**config.mk**
```make
export PLATFORM = sky130hd
export DESIGN_NAME = mul_unit
export DESIGN_NICKNAME = d
export VERILOG_FILES = /design/src/rtl/mul_pkg.sv /design/src/rtl/mul_datapath.sv /design/src/rtl/mul_unit.sv
export SDC_FILE = /design/constraint.sdc
export NUM_CORES = 1
export LEC_CHECK = 0
export CAP_MARGIN = 20
export CELL_PAD_IN_SITES_DETAIL_PLACEMENT = 1
export CELL_PAD_IN_SITES_GLOBAL_PLACEMENT = 2
export CORE_MARGIN = 10
export CORE_UTILIZATION = 35
export CTS_BUF_LIST = sky130_fd_sc_hd__clkbuf_16
export DETAILED_ROUTE_END_ITERATION = 8
export PLACE_DENSITY = 0.87
export SLEW_MARGIN = 20
export SYNTH_ARGS = -nofsm -noshare
export SYNTH_HDL_FRONTEND = slang
export SYNTH_SLANG_ARGS = --single-unit
```
**constraint.sdc**
```tcl
create_clock -name clk -period 2.9 [get_ports clk]
set_input_delay 0.725 -clock clk [delete_from_list [all_inputs] [get_ports clk]]
set_output_delay 0.725 -clock clk [all_outputs]
set_load 0.05 [all_outputs]
```
**src/rtl/mul_pkg.sv**
```systemverilog
// Shared definitions for the shift-add multiplier.
//   state_t       : controller states IDLE / RUN / DONE
//   DEFAULT_WIDTH : default operand width in bits
package mul_pkg;

    typedef enum logic [1:0] {
        IDLE = 2'd0,
        RUN  = 2'd1,
        DONE = 2'd2
    } state_t;

    localparam int unsigned DEFAULT_WIDTH = 8;

endpackage

```
**src/rtl/mul_datapath.sv**
```systemverilog
// Shift-add datapath: magnitude conversion, 2*WIDTH accumulator, shifted
// multiplicand, multiplier shift register and the registered product.
// Optional macro: MUL_UNIT_SIGNED_EN (honour signed_mode).
// Ports:
//   clk, rst        clock, asynchronous active-high reset
//   load            capture operands and clear the accumulator
//   step            consume one multiplier bit (LSB first)
//   finish          last step; latch the final product
//   signed_mode     operands are two's complement (signed build only)
//   op_a, op_b      multiplicand, multiplier
//   product_lsb/msb registered 2*WIDTH product halves
module mul_datapath #(
    parameter int unsigned WIDTH = 8
) (
    input  logic             clk,
    input  logic             rst,
    input  logic             load,
    input  logic             step,
    input  logic             finish,
    input  logic             signed_mode,
    input  logic [WIDTH-1:0] op_a,
    input  logic [WIDTH-1:0] op_b,
    output logic [WIDTH-1:0] product_lsb,
    output logic [WIDTH-1:0] product_msb
);

    logic [2*WIDTH-1:0] acc;
    logic [2*WIDTH-1:0] mcand;
    logic [2*WIDTH-1:0] acc_next;
    logic [2*WIDTH-1:0] result;
    logic [WIDTH-1:0]   mplier;
    logic [WIDTH-1:0]   mag_a;
    logic [WIDTH-1:0]   mag_b;
    logic               neg;
    logic               neg_in;

    // Magnitudes are WIDTH-bit unsigned, so the most negative operand
    // (e.g. 0x80 for WIDTH=8) is represented exactly.
    always_comb begin
        mag_a  = op_a;
        mag_b  = op_b;
        neg_in = 1'b0;
`ifdef MUL_UNIT_SIGNED_EN
        if (signed_mode) begin
            if (op_a[WIDTH-1]) mag_a = '0 - op_a;
            if (op_b[WIDTH-1]) mag_b = '0 - op_b;
            neg_in = op_a[WIDTH-1] ^ op_b[WIDTH-1];
        end
`endif
    end

`ifndef MUL_UNIT_SIGNED_EN
    logic signed_mode_unused;
    assign signed_mode_unused = signed_mode;
`endif

    always_comb begin
        acc_next = acc + (mplier[0] ? mcand : '0);
        result   = neg ? ('0 - acc_next) : acc_next;
    end

    always_ff @(posedge clk or posedge rst) begin
        if (rst) begin
            acc         <= '0;
            mcand       <= '0;
            mplier      <= '0;
            neg         <= 1'b0;
            product_lsb <= '0;
            product_msb <= '0;
        end else if (load) begin
            acc    <= '0;
            mcand  <= {{WIDTH{1'b0}}, mag_a};
            mplier <= mag_b;
            neg    <= neg_in;
        end else if (step) begin
            acc    <= acc_next;
            mcand  <= mcand << 1;
            mplier <= mplier >> 1;
            // The last add is folded into the product register so the
            // result is visible in the DONE cycle itself.
            if (finish) begin
                product_lsb <= result[WIDTH-1:0];
                product_msb <= result[2*WIDTH-1:WIDTH];
            end
        end
    end

endmodule

```
**src/rtl/mul_unit.sv**
```systemverilog
// Sequential shift-add multiplier, WIDTH RUN cycles per product.
// Optional macro: MUL_UNIT_SIGNED_EN (two's-complement via signed_mode).
// Ports:
//   clk, rst        clock, asynchronous active-high reset
//   start           request a multiply (accepted in IDLE or DONE)
//   signed_mode     operands are two's complement; sampled with start
//   op_a, op_b      multiplicand, multiplier; sampled with start
//   busy            high during RUN
//   done            one-cycle pulse, product valid
//   product_lsb/msb low/high halves of the 2*WIDTH product
module mul_unit
    import mul_pkg::*;
#(
    parameter int unsigned WIDTH = DEFAULT_WIDTH
) (
    input  logic             clk,
    input  logic             rst,
    input  logic             start,
    input  logic             signed_mode,
    input  logic [WIDTH-1:0] op_a,
    input  logic [WIDTH-1:0] op_b,
    output logic             busy,
    output logic             done,
    output logic [WIDTH-1:0] product_lsb,
    output logic [WIDTH-1:0] product_msb
);

    localparam int unsigned    CW   = $clog2(WIDTH);
    localparam logic [CW-1:0]  LAST = CW'(WIDTH - 1);

    state_t        state;
    state_t        state_next;
    logic [CW-1:0] cnt;
    logic          load;
    logic          step;
    logic          finish;

    always_ff @(posedge clk or posedge rst) begin
        if (rst) begin
            state <= IDLE;
            cnt   <= '0;
        end else begin
            state <= state_next;
            cnt   <= (state == RUN) ? cnt + CW'(1) : '0;
        end
    end

    always_comb begin
        state_next = state;
        load       = 1'b0;
        step       = 1'b0;
        finish     = 1'b0;
        busy       = 1'b0;
        done       = 1'b0;
        case (state)
            IDLE: begin
                if (start) begin
                    state_next = RUN;
                    load       = 1'b1;
                end
            end
            RUN: begin
                busy = 1'b1;
                step = 1'b1;
                if (cnt == LAST) begin
                    finish     = 1'b1;
                    state_next = DONE;
                end
            end
            DONE: begin
                done = 1'b1;
                if (start) begin
                    state_next = RUN;
                    load       = 1'b1;
                end else begin
                    state_next = IDLE;
                end
            end
            default: state_next = IDLE;
        endcase
    end

    mul_datapath #(.WIDTH(WIDTH)) u_datapath (
        .clk         (clk),
        .rst         (rst),
        .load        (load),
        .step        (step),
        .finish      (finish),
        .signed_mode (signed_mode),
        .op_a        (op_a),
        .op_b        (op_b),
        .product_lsb (product_lsb),
        .product_msb (product_msb)
    );

endmodule

```
==> out/results.txt, run 1 <==
status: finished clean
origin of the worst setup path: u_datapath.mcand[0]
critical path depth in cells: 9
sequential element share of the synthesized area: 48.20%
required time worst endpoint: 3.10 ns
Reg2Reg Depth: 9
peak supply drop: 501.9 uV
GRT overflow: 0
cts bufs inserted: 9
Synth Area per Inst: 9.927 um2
leading area contributor after synthesis: dfrtp_1
H-tree Lvls: 3
Clock Skew: 0.007460 ns
Ports: 38
shortest period the worst path allows: 2.704 ns
Syn Std Cell Area: 3167 um2
Mapped Cells: 319
gr busiest metal: met2
initial antenna violation count: 0
vias per cell: 5.226
Startpoint Class: flip-flop
Final Util: 45.32%
Slew HR: 42.20%
adder-cell share of the synthesized area: 7.349%
pwr dens: 1228 nW/um2
DR iter-0 viols: 130
Finished Cell Area: 3971 um2
GR Util met3: 4.010%
Hold Startpoint: cnt[0]
Final #Nets: 395
Clk Tree Root Cell: clkbuf_16
global routing met1 resource utilization: 16.37%
Hold WS: 0.4347 ns
most frequent cells in the layout: dfrtp_1, nand2_1, clkdlybuf4s50_1
maxcap violations: 0
final wirelength: 7.911 mm
die area: 13250 um2
Synth-to-Final Area Change: 25.41%
deepest clock path buffer count: 2
endpoints failing setup: 0
crit path cell chain: and2_1 -> ha_1 -> fa_1 -> a21o_2 -> a31o_1 -> a2111oi_4 -> o31ai_1 -> xnor2_1 -> o21ai_0
first-pass GRT wire length: 13.80 mm
mux share of post-synthesis cell area: 1.383%
Worst-Skew Late Latency: 0.32 ns
Pleak: 1.835 nW
Bufs and invs on worst path: 0
grt met2 use: 20.76%
placed wire-length estimate: 5.641 mm
vias in the first global route: 2751
GRT Resource Usage Total: 12.87%
Hold Crit Class: flip-flop to flip-flop
sequential share of power: 30.0%
area fraction in and, or, nand and nor cells after synthesis: 16.20%
Worst-Margin Slew: 0.8661 ns
critical path type: flip-flop to flip-flop
internal power: 2.726 mW
Logic pwr share: 49.9%
FF+latch count, synth: 61
Cell Area, Placed: 3676 um2
RSZ-0062 raised after global routing: false
Switching Share: 44.08%
Compound-Gate Fraction of Synth Area: 20.19%
share of layout cells above drive strength 1: 10.77%
Starting Density: 36.14%
Max FO, Critical Path: 3
CTS tree: built
quantity of I/O buffers inserted on ports: 36
Avg WL per Cell: 16.83 um
Fmax: 369.8 MHz
power consumption: 4.875 mW
Hold Path Depth: 1
CP arrival: 2.90 ns
Fin. Hold Viols: 0
die height: 115.1 um
post-route ant nets: 0
Net Sw Power: 2.149 mW
RePlAce Congestion: 0.8815
largest net degree at the start of global routing: 62
fin crit share: 93.25%
XOR/XNOR share of the synthesized area: 3.595%
via count: 2456
post-place setup slack: -0.08615 ns
CTS Sinks: 61
DRC: 0
Worst path max stage delay: 0.43 ns
post-synth net total: 357
Crit-path slowest cell: fa_1
clock transition at the registers of the reported paths: 0.06 ns
largest family of logic cells by synthesized area: compound AO/OA/AOI/OAI gates
Core ar.: 8763 um2
router iterations before antenna repair: 4
CP top delay family: compound AO/OA/AOI/OAI gates
Antenna diodes: 0
Rows: 34
Syn. warnings: 0
Die W: 115.1 um
pins over their slew limit: 0
commonest non-fill, non-tap cell in the layout: dfrtp_1
synth top area cells: dfrtp_1, nand2_1, ha_1
share of the synthesized area in the top cell type: 48.20%
CP endpoint kind: flip-flop
Clock power frac: 20.1%
reg-to-reg critical path startpoint: u_datapath.mcand[0]
Yosys cell types: 47
Final Worst Setup Slack: 0.1957 ns
-- power by group through the flow --
stage	Clock (mW)	Combinational, mW	Sequential [mW]
3_3_place_gp	0	2.35	1.46
2_1_floorplan	0	1.35	1.81
4_1_cts	1.01	2.44	1.47
6_report	0.978	2.43	1.46
5_1_grt	1.05	2.71	1.52
3_5_place_dp	0	2.43	1.48
-- per-stage QoR --
stage / std cells / setup TNS (ns)
global placement: 454 / 0
CTS: 470 / 0
finish: 470 / 0
global route: 470 / 0
floorplan: 319 / 0
detailed placement: 454 / -0.1475
-- routing by layer --
layer,part of all wire (%),routed length (um)
met1,47,3723
met2,48,3769
met3,4.6,360
met4,0.72,57
met5,0,0
-- repair_timing --
action	CTS	global route
pin swaps	0	0
gates cloned	0	0
hold buffers	0	0
resized for setup	1	2
endpoints found under the setup margin	2	2
buffers inserted	0	0
-- registers in the layout, indices dropped and copies added, names as in the netlist --
signal                  count
cnt                         3
state                       2
u_datapath.acc             16
u_datapath.mcand           16
u_datapath.mplier           8
u_datapath.product_lsb      8
u_datapath.product_msb      8
-- worst reg2reg max path: stages, from the launching register on --
cell	delay [ns]
dfrtp_1	0.40
and2_1	0.16
ha_1	0.22
fa_1	0.43
a21o_2	0.26
a31o_1	0.28
a2111oi_4	0.39
o31ai_1	0.13
xnor2_1	0.22
o21ai_0	0.10
-- cell type report --
| cell class | instances | area, um2 |
|---|---|---|
| fill | 987 | 4792 |
| multi-input combinational | 233 | 1564 |
| sequential | 61 | 1526 |
| timing repair buffer | 43 | 435.4 |
| clock buffer | 9 | 225.2 |
| tap | 108 | 135.1 |
| clock inverter | 7 | 51.30 |
| inverter | 9 | 33.78 |
-- logic make-up (layout without fill, tap and decap cells) --
| logic type | Yosys count | in the layout |
|---|---|---|
| buffers and inverters | 25 | 68 |
| flip-flops | 61 | 61 |
| XOR/XNOR | 13 | 13 |
| adder cells (fa/ha/maj) | 18 | 18 |
| AND/OR/NAND/NOR | 108 | 108 |
| multiplexers | 4 | 4 |
| AO/OA/AOI/OAI | 90 | 90 |
-- final timing paths --
kind | end | slack (ns)
worst max-delay path | u_datapath.acc[12] | 0.20
worst min-delay path | cnt[0] | 0.43
worst max register to register | u_datapath.acc[12] | 0.20
worst min register to register | cnt[0] | 0.43
max in group asynchronous | u_datapath.acc[14] | 1.85
min in group asynchronous | u_datapath.mcand[3] | 0.78
-- synth_stat cells (all sizes together) --
master   number
a22o         13
nand4         5
o22ai         1
o21bai        2
o21a          1
inv           9
nand3         5
or3           1
buf           2
nand2b        1
and3          3
and4          1
nand2        60
mux2i         1
a21o          7
nor3          4
a221oi        1
a2111oi       2
clkbuf       14
fa            1
o21ai        23
ha           17
or4           1
nor2          6
and2         17
xor2          5
a31o          3
mux2          3
a22oi        14
xnor2         8
nor4          1
o31ai         5
a21oi        15
a31oi         2
o211ai        1
dfrtp        61
nor2b         3
Power figures use the tool's default switching activity.
==> inputs of run 2 (changes only) <==
--- a/config.mk
+++ b/config.mk
@@ -9,9 +9,10 @@
 export CELL_PAD_IN_SITES_DETAIL_PLACEMENT = 1
 export CELL_PAD_IN_SITES_GLOBAL_PLACEMENT = 2
 export CORE_MARGIN = 10
-export CORE_UTILIZATION = 35
+export CORE_UTILIZATION = 40
 export CTS_BUF_LIST = sky130_fd_sc_hd__clkbuf_16
 export DETAILED_ROUTE_END_ITERATION = 8
+export DONT_BUFFER_PORTS = 1
 export PLACE_DENSITY = 0.87
 export SLEW_MARGIN = 20
 export SYNTH_ARGS = -nofsm -noshare
==> run 2 against run 1 <==
  * Clock power is 26% higher
  * Largest power group is now registers
  * Hold slack worse by 0.22 ns
  * Register-to-register slack worse by 0.05 ns
  * Die area is 10% lower
  * Flip-flop and latch count stayed put
  * Power is 0.85% higher
  * Critical path type unchanged
==> out/results.txt, run 2 (same netlist as run 1, synthesis figures left out) <==
first-pass GRT wire length: 13.50 mm (was 13.80 mm)
DR iter-0 viols: 75 (was 130)
most frequent cells in the layout: dfrtp_1, nand2_1, o21ai_0, and2_1, ha_1 (was dfrtp_1, nand2_1, clkdlybuf4s50_1)
Non-Filler Instances: 432 (was 470)
commonest non-fill, non-tap cell in the layout: dfrtp_1 (unchanged)
H-tree Lvls: 3 (unchanged)
CTS tree: built (unchanged)
Net Sw Power: 2.130 mW (was 2.149 mW)
internal power: 2.787 mW (was 2.726 mW)
cts bufs inserted: 9 (unchanged)
CP arrival: 2.95 ns (was 2.90 ns)
Switching Share: 43.33% (was 44.08%)
CP endpoint kind: flip-flop (unchanged)
Rows: 32 (was 34)
Fin. Hold Viols: 0 (unchanged)
Starting Density: 40.98% (was 36.14%)
final wirelength: 8.130 mm (was 7.911 mm)
Hold WS: 0.2131 ns (was 0.4347 ns)
Fmax: 363.2 MHz (was 369.8 MHz)
placed insts: 416 (was 454)
Antenna diodes: 0 (unchanged)
share of layout cells above drive strength 1: 12.73% (was 10.77%)
DR WL met2: 3.750 mm (was 3.769 mm)
die height: 109.0 um (was 115.1 um)
status: finished clean (unchanged)
maxcap violations: 0 (unchanged)
RePlAce Congestion: 0.8852 (was 0.8815)
Hold Crit Class: primary input to async pin (was flip-flop to flip-flop)
Met1 Routed Length: 3.808 mm (was 3.723 mm)
Die W: 109.0 um (was 115.1 um)
CTS Sinks: 61 (unchanged)
Routed met3 length: 467 um (was 360 um)
placed wire-length estimate: 5.618 mm (was 5.641 mm)
fin crit share: 94.94% (was 93.25%)
Top Registers: u_datapath.acc (16), u_datapath.mcand (16) (unchanged)
GRT overflow: 0 (unchanged)
pins over their slew limit: 0 (unchanged)
Pleak: 1.742 nW (was 1.835 nW)
shortest period the worst path allows: 2.753 ns (was 2.704 ns)
Synth-to-Final Area Change: 16.52% (was 25.41%)
initial antenna violation count: 0 (unchanged)
clock transition at the registers of the reported paths: 0.05 ns (was 0.06 ns)
uppermost layer routed: met4 (unchanged)
vias in the first global route: 2662 (was 2751)
Clk Tree Root Cell: clkbuf_16 (unchanged)
Startpoint Class: flip-flop (unchanged)
post-route ant nets: 0 (unchanged)
router iterations before antenna repair: 5 (was 4)
Logic pwr share: 36.8% (was 49.9%)
largest net degree at the start of global routing: 33 (was 62)
Final Util: 47.75% (was 45.32%)
via count: 2403 (was 2456)
die area: 11880 um2 (was 13250 um2)
endpoints failing setup: 0 (unchanged)
peak supply drop: 705.7 uV (was 501.9 uV)
pwr dens: 1333 nW/um2 (was 1228 nW/um2)
Worst-Margin Slew: 0.5805 ns (was 0.8661 ns)
deepest clock path buffer count: 2 (unchanged)
Clock power frac: 24.9% (was 20.1%)
Ports: 38 (unchanged)
vias per cell: 5.563 (was 5.226)
Clock Skew: 0.008464 ns (was 0.007460 ns)
Max FO, Critical Path: 3 (unchanged)
Worst-Skew Late Latency: 0.33 ns (was 0.32 ns)
Core ar.: 7727 um2 (was 8763 um2)
quantity of I/O buffers inserted on ports: 0 (was 36)
DRC: 0 (unchanged)
Avg WL per Cell: 18.82 um (was 16.83 um)
power consumption: 4.917 mW (was 4.875 mW)
Final #Nets: 363 (was 395)
sequential share of power: 38.3% (was 30.0%)
Fin Setup TNS: 0 ns (unchanged)
Slew HR: 61.26% (was 42.20%)
GRT Resource Usage Total: 14.49% (was 12.87%)
required time worst endpoint: 3.10 ns (about the same)
critical path type: flip-flop to flip-flop (unchanged)
Post-CTS Hold Buffers: 0 (unchanged)
==> run 2: per-layer routing <==
layer	track usage [%]	vias up
met5	0	-
met4	4.896	0
met3	5.546	6
met2	23.18	40
met1	17.53	1216
li1	-	1141
==> run 2: what timing repair did <==
| item | 4_1_cts | 5_1_grt |
|---|---|---|
| setup endpoints to repair | 2 | 2 |
| pin swaps | 0 | 1 |
| setup buffers | 0 | 0 |
| gates resized for setup | 1 | 3 |
==> run 2: worst max-delay path, stage by stage, from the launching register on <==
cell	delay, ns
dfrtp_1	0.40
and2_1	0.17
ha_1	0.22
fa_2	0.38
a21o_2	0.25
a31o_1	0.28
a2111oi_4	0.38
buf_4	0.16
o31ai_1	0.06
xnor2_1	0.22
o21ai_0	0.10
==> run 2: through the flow <==
| step | setup slack (ns) | area (um2) |
|---|---|---|
| after floorplan | 0.2719 | 3167 |
| after global placement | 0.03013 | 3328 |
| after detailed placement | -0.03722 | 3328 |
| after CTS | 0.008099 | 3670 |
| after global routing | -0.01993 | 3690 |
| final | 0.1469 | 3690 |
==> run 2: worst paths after layout <==
| path | slack, ns | from | cells past startpoint | to |
|---|---|---|---|---|
| worst max-delay path | 0.15 | u_datapath.mcand[0] | 10 | u_datapath.acc[12] |
| worst min-delay path | 0.21 | rst | 1 | u_datapath.mcand[3] |
| worst max register to register | 0.15 | u_datapath.mcand[0] | 10 | u_datapath.acc[12] |
| worst min register to register | 0.44 | cnt[0] | 1 | cnt[0] |
| max in group asynchronous | 2.03 | rst | 2 | u_datapath.product_msb[3] |
| min in group clk | 0.44 | cnt[0] | 1 | cnt[0] |
==> run 2: cell type report <==
class                      instances  area (um2)
clock buffer                       9       225.2
clock inverter                     7       115.1
fill                             865        4038
inverter                           9       33.78
multi-input combinational        233        1567
sequential                        61        1526
tap                              102       127.6
timing repair buffer              11       95.09
==> run 2: power groups by stage <==
stage	combinational, mW	clock, mW	sequential [mW]
final	1.81	1.23	1.88
after global routing	2.05	1.28	1.94
after CTS	1.79	1.25	1.89
after detailed placement	1.76	0	1.90
after global placement	1.70	0	1.88
after floorplan	1.35	0	1.81
